==> config.mk <==
export PLATFORM = sky130hd
export DESIGN_NAME = alu_seq
export DESIGN_NICKNAME = d
export VERILOG_FILES = /design/src/rtl/alu_seq.sv
export SDC_FILE = /design/constraint.sdc
export NUM_CORES = 1
export LEC_CHECK = 0
export CAP_MARGIN = 20
export CORE_MARGIN = 5
export CORE_UTILIZATION = 42
export DETAILED_ROUTE_END_ITERATION = 7
export GPL_TIMING_DRIVEN = 0
export MAX_ROUTING_LAYER = met4
export PLACE_DENSITY = 0.76
export SLEW_MARGIN = 20
export SYNTH_ARGS = -nofsm -noshare
export SYNTH_HDL_FRONTEND = slang
export SYNTH_SLANG_ARGS = --single-unit
==> constraint.sdc <==
create_clock -name clk -period 1.8 [get_ports clk]
set_clock_uncertainty 0.2 [all_clocks]
set_input_delay 0.36 -clock clk [delete_from_list [all_inputs] [get_ports clk]]
set_output_delay 0.36 -clock clk [all_outputs]
set_load 0.02 [all_outputs]
==> src/rtl/alu_seq.sv <==
// Sequencer that runs 8-bit or 16-bit ALU commands through an external 8-bit ALU,
// low byte first, with a valid/ready handshake on both command and result sides.
module alu_seq (
  input  logic        clk,
  input  logic        reset,
  input  logic        cmd_valid,
  output logic        cmd_ready,
  input  logic [3:0]  cmd_op,
  input  logic        cmd_wide,
  input  logic [15:0] cmd_a,
  input  logic [15:0] cmd_b,
  input  logic        cmd_cin,
  output logic        res_valid,
  input  logic        res_ready,
  output logic [15:0] res_data,
  output logic        res_carry,
  output logic        res_zero,
  output logic [7:0]  alu_a,
  output logic [7:0]  alu_b,
  output logic        alu_carry,
  output logic [3:0]  alu_op,
  input  logic [7:0]  alu_c,
  input  logic        alu_carry_out,
  input  logic        alu_zero
);

  // state  | meaning
  // IDLE   | waiting for a command, cmd_ready high
  // LO     | low byte on the ALU
  // HI     | high byte on the ALU (wide commands only)
  // DONE   | result held until res_ready
  typedef enum logic [1:0] {S_IDLE, S_LO, S_HI, S_DONE} state_t;

  localparam logic [3:0] OP_ADD    = 4'd0;
  localparam logic [3:0] OP_ADC    = 4'd1;
  localparam logic [3:0] OP_PASS_A = 4'd8;

  state_t state, state_nxt;

  logic [3:0]  op_q;
  logic [15:0] a_q;
  logic [15:0] b_q;
  logic        cin_q;
  logic        wide_q;
  logic [7:0]  lo_c_q;
  logic        lo_carry_q;
  logic        lo_zero_q;
  logic [15:0] res_data_q;
  logic        res_carry_q;
  logic        res_zero_q;
  logic        accept;
  logic        chain_carry;

  // Subtract-family ops have no meaningful carry chain across bytes here, so they run narrow.
  function automatic logic narrow_only(input logic [3:0] op);
    return op inside {4'd2, 4'd3, 4'd10, 4'd11};
  endfunction

  assign cmd_ready   = (state == S_IDLE) && !reset;
  assign accept      = cmd_valid && cmd_ready;
  assign res_valid   = (state == S_DONE);
  assign res_data    = res_data_q;
  assign res_carry   = res_carry_q;
  assign res_zero    = res_zero_q;
  assign chain_carry = (op_q == OP_ADD) || (op_q == OP_ADC);

  always_ff @(posedge clk) begin
    if (reset) begin
      state <= S_IDLE;
    end else begin
      state <= state_nxt;
    end
  end

  always_comb begin
    state_nxt = state;
    alu_a     = 8'h00;
    alu_b     = 8'h00;
    alu_op    = OP_PASS_A;
    alu_carry = 1'b0;
    case (state)
      S_IDLE: begin
        if (accept) state_nxt = S_LO;
      end
      S_LO: begin
        alu_a     = a_q[7:0];
        alu_b     = b_q[7:0];
        alu_op    = op_q;
        alu_carry = cin_q;
        state_nxt = wide_q ? S_HI : S_DONE;
      end
      S_HI: begin
        alu_a = a_q[15:8];
        alu_b = b_q[15:8];
        if (chain_carry) begin
          alu_op    = OP_ADC;
          alu_carry = lo_carry_q;
        end else begin
          alu_op    = op_q;
          alu_carry = cin_q;
        end
        state_nxt = S_DONE;
      end
      S_DONE: begin
        if (res_ready) state_nxt = S_IDLE;
      end
      default: state_nxt = S_IDLE;
    endcase
  end

  always_ff @(posedge clk) begin
    if (reset) begin
      op_q        <= 4'd0;
      a_q         <= 16'h0000;
      b_q         <= 16'h0000;
      cin_q       <= 1'b0;
      wide_q      <= 1'b0;
      lo_c_q      <= 8'h00;
      lo_carry_q  <= 1'b0;
      lo_zero_q   <= 1'b0;
      res_data_q  <= 16'h0000;
      res_carry_q <= 1'b0;
      res_zero_q  <= 1'b0;
    end else begin
      if (accept) begin
        op_q   <= cmd_op;
        a_q    <= cmd_a;
        b_q    <= cmd_b;
        cin_q  <= cmd_cin;
        wide_q <= cmd_wide && !narrow_only(cmd_op);
      end
      if (state == S_LO) begin
        lo_c_q     <= alu_c;
        lo_carry_q <= alu_carry_out;
        lo_zero_q  <= alu_zero;
        if (!wide_q) begin
          res_data_q  <= {8'h00, alu_c};
          res_carry_q <= alu_carry_out;
          res_zero_q  <= alu_zero;
        end
      end
      if (state == S_HI) begin
        res_data_q  <= {alu_c, lo_c_q};
        res_carry_q <= alu_carry_out;
        res_zero_q  <= alu_zero && lo_zero_q;
      end
    end
  end

endmodule

==> results <==
- The flow ran to the end, but the final reports show violations.
- The final reports fail on setup timing.
- After clock tree synthesis, the flow added hold-fix buffers numbering 0.
- The signal on the critical path passes through inv_6, ha_4, and2_4, buf_16, a22o_4, buf_6.
- Measured in cells, the most critical reg-to-reg path has a length of 7.
- The final worst-path setup slack is -508 ps.
- The number of nets still failing antenna checks after routing is 0.
- Grouping stages by cell kind, the critical path spends the most delay in flip-flops.
- The endpoint identified for the worst register-to-register timing path is res_data[14].
- Once detailed placement completed, the half-perimeter wirelength came to 5.89 mm.
- The first global-routing pass estimated 13.4 mm of wire.
- Setup repair after global routing could not meet its margin everywhere.
- The most common cell in the netlist is sky130_fd_sc_hd__nand2_1.
- The total of max-cap violations is 0.
- For this design the ratio of total power to cell area is 1420 nW/um^2.
- The total overflow left after global routing is 0.
- The number of synthesized flops with an enable pin is 0.
- The repair_antennas step left the layout with diodes totalling 0.
- The first detailed-routing pass ran for 4 iterations.
- 93 I/O pins were placed.
- The Yosys step of the flow raised 0 warnings.
- The largest fanout on the critical path is 5.
- For this design the static power due to leakage is 2.04 nW.
- The type of destination of the critical path is an output pin.
- In the synthesized netlist, the number of instances is 340.
- The number of distinct library cell variants in the gate-level netlist after synthesis is 35.
- The worst path required time is 1240 ps.
- The number of antenna violations at the first check in global routing is 0.
- The total routed wirelength is 8.50 mm.
- The post-route netlist has 22.8% of its cells at a drive strength greater than 1.
- The floorplan step defined a die boundary enclosing 8740 um^2.
- For this design, the slowest cell found on the critical path is sky130_fd_sc_hd__dfxtp_4.
- After clock tree synthesis, the clock-pin slew on the worst setup and hold paths is 60 ps.
- In the routed layout, each cell is associated on average with a via count of 5.11.
- The via count of the first global-routing pass is 2791.
- In this run, CTS created clock tree buffers numbering 9.
- Counting both buffers and inverters, the worst setup path holds a total of 3.
- Setup violations remaining at the end of the flow were counted as 22.
- After synthesis, flip-flops and latches occupy 46.5% of the total area.
- The die width is 93.5 um.
- TritonCTS built the clock tree.
- The overall track demand over capacity in global routing is 20.1%.
- The weighted congestion at the end of routability-driven global placement is 0.819.
- The timing-limited maximum frequency is 433 MHz.
- For hold timing, the worst endpoint is state[0].
- The cell type with the highest aggregate area in the netlist is sky130_fd_sc_hd__dfxtp_1.
- The largest net degree at the start of global routing is 11.
- The clock insertion delay at the later pin of the skew report is 350 ps.
- The wire length per cell is 15.3 um.
- The headroom to the max-slew limit is 64.5%.
- The synthesized design contains 68 register bits.
- For this block, the initial DRC count from the detailed router was 69.
- Measured on the finished design, the core utilization comes to 67.1%.
- The level count of the clock H-tree is 3.
- The quantity of I/O buffers inserted on ports is 91.
- The setup slack of the worst register-to-register path is 110 ps.
- The floorplan step defined a core boundary enclosing 6790 um^2.
- Of the available clock period, the critical path in the final layout requires 128%.
- Counting along the longest clock path gives a buffer depth of 2.
- The post-route DRC violation count is 0.
- CTS placed an instance of sky130_fd_sc_hd__clkbuf_8 at the clock tree root.
- The transition time at the pin with the least slew margin is 533 ps.
- Sorting the synthesized cells by how often they occur yields sky130_fd_sc_hd__nand2_1, sky130_fd_sc_hd__dfxtp_1, sky130_fd_sc_hd__nand3_1.
- The area share of the largest cell type after synthesis is 46.5%.
- The startpoint type of the worst setup path is a flip-flop.
- The final route contains 2839 vias.
- The completed layout was analyzed and its total power is 6.47 mW.
- The number of instances on the worst hold path is 3.
- The final max-slew violation count is 0.
- The startpoint identified for the worst hold timing path is reset.
- The startpoint identified for the worst register-to-register timing path is state[1].
- Sorting the synthesized cells by area gives the leading types as sky130_fd_sc_hd__dfxtp_1, sky130_fd_sc_hd__nand2_1, sky130_fd_sc_hd__nand3_1.
- The largest voltage drop on the vdd net is 0.675 mV.
- The count of nets after finishing is 513.
- For this run, the leading register cell type out of synthesis is sky130_fd_sc_hd__dfxtp_1.
- The final number of hold-violating endpoints is 0.
- The cell row count is 30.
- For this run, the slowest stage of the critical path takes 370 ps.
- Summing every instance area after synthesis gives 2930 um^2.
- The number of sinks on the clock net is 68.
- When the netlist entered floorplanning its net count stood at 397.
- The die extent in y is 93.5 um.
- The path type of the worst min-delay path is input pin to flip-flop.
- The fraction of registers with async set/reset is 0%.
- By startpoint and endpoint, the worst setup path is classified as flip-flop to output pin.
- From synthesis to final layout, the design area changed by 55.8%.
- The post-synthesis area per instance is 8.61 um^2.
- The smallest clock period supported by the final layout is computed as 2310 ps.
- The arrival time of the worst setup path is 1750 ps.
- For this configuration, the core starts out at a cell density of 43.1%.
==> where the power goes <==
group | switching [mW] | leakage [nW] | internal (mW)
logic | 1.69 | 1.39 | 1.56
registers | 0.230 | 0.559 | 1.88
clock network | 0.541 | 0.0893 | 0.564
total | 2.46 | 2.04 | 4.01
==> logic make-up (layout without fill, tap and decap cells) <==
kind of cell | after synthesis | count (layout) | synth area share [%]
AND/OR/NAND/NOR | 155 | 155 | 23.6
buffers and inverters | 32 | 152 | 7.52
AO/OA/AOI/OAI | 61 | 61 | 13.8
multiplexers | 19 | 19 | 6.50
adder cells (fa/ha/maj) | 5 | 5 | 2.14
flip-flops | 68 | 68 | 46.5
==> per-layer routing <==
| metal | wire, um | GRT usage [%] | up-vias |
|---|---|---|---|
| met5 | 0 | - | - |
| met3 | 351 | 3.54 | 19 |
| met4 | 146 | 8.91 | 0 |
| met1 | 3650 | 22.9 | 1348 |
| met2 | 4350 | 34.4 | 70 |
| li1 | - | - | 1402 |
==> how the worst max path moves through the flow <==
stage | startpoint | end | slack (ps) | cells past startpoint
after floorplan | state[1] | alu_a[0] | -70 | 6
after global placement | state[1] | alu_b[7] | -670 | 7
after detailed placement | state[1] | alu_a[1] | -690 | 7
after CTS | state[0] | alu_b[1] | -510 | 6
after global routing | state[0] | alu_a[5] | -560 | 6
final | state[0] | alu_a[5] | -510 | 6
==> flip-flops by register name, indices dropped and copies added, names as in the netlist <==
name	flops
wide_q	1
state	2
lo_zero_q	1
a_q	16
op_q	4
res_carry	1
lo_carry_q	1
cin_q	1
res_data	16
b_q	16
lo_c_q	8
res_zero	1
==> stage by stage <==
stage | instances | TNS, ps | instance area, um^2 | hold slack, ps | setup WS (ps)
global placement | 527 | -12880 | 4130 | 243 | -665
floorplan | 340 | -815 | 3100 | 234 | -68.1
CTS | 552 | -9920 | 4500 | 96.7 | -509
global route | 556 | -10870 | 4560 | 108 | -555
detailed placement | 527 | -13500 | 4130 | 247 | -690
finish | 556 | -9940 | 4560 | 104 | -508
==> placed cells by master, fill, tap and decap left out, drive strengths merged, types with 3 or more instances in the layout <==
| master | netlist | routed |
|---|---|---|
| nand2 | 85 | 85 |
| dfxtp | 68 | 68 |
| buf | 22 | 59 |
| clkdlybuf4s50 | 0 | 50 |
| nand3 | 41 | 41 |
| a21oi | 22 | 22 |
| mux2i | 19 | 19 |
| dlygate4sd2 | 0 | 18 |
| clkbuf | 5 | 18 |
| a22o | 16 | 16 |
| nor2 | 12 | 12 |
| o21ai | 10 | 10 |
| a211oi | 8 | 8 |
| ha | 5 | 5 |
| inv | 5 | 5 |
| nor2b | 4 | 4 |
| nand2b | 3 | 3 |
==> tightest hold or removal path, stage by stage <==
cell and delay (ps):
sky130_fd_sc_hd__buf_6 110, sky130_fd_sc_hd__a311o_1 110, sky130_fd_sc_hd__a21oi_1 40
==> cell type report <==
class / instances / area (um^2)
buffer: 25 / 219
tap: 96 / 120
clock buffer: 13 / 159
fill: 537 / 2230
inverter: 5 / 26.3
clock inverter: 2 / 10.0
multi-input combinational: 240 / 1560
sequential: 68 / 1370
timing repair buffer: 107 / 1100
==> what timing repair did <==
item                       in CTS  in global routing
buffers inserted               10                  5
setup endpoints to repair      41                 24
pin swaps                       6                  7
gates resized for setup       170                 11
cloned                          2                  0
Power figures use the tool's default switching activity.
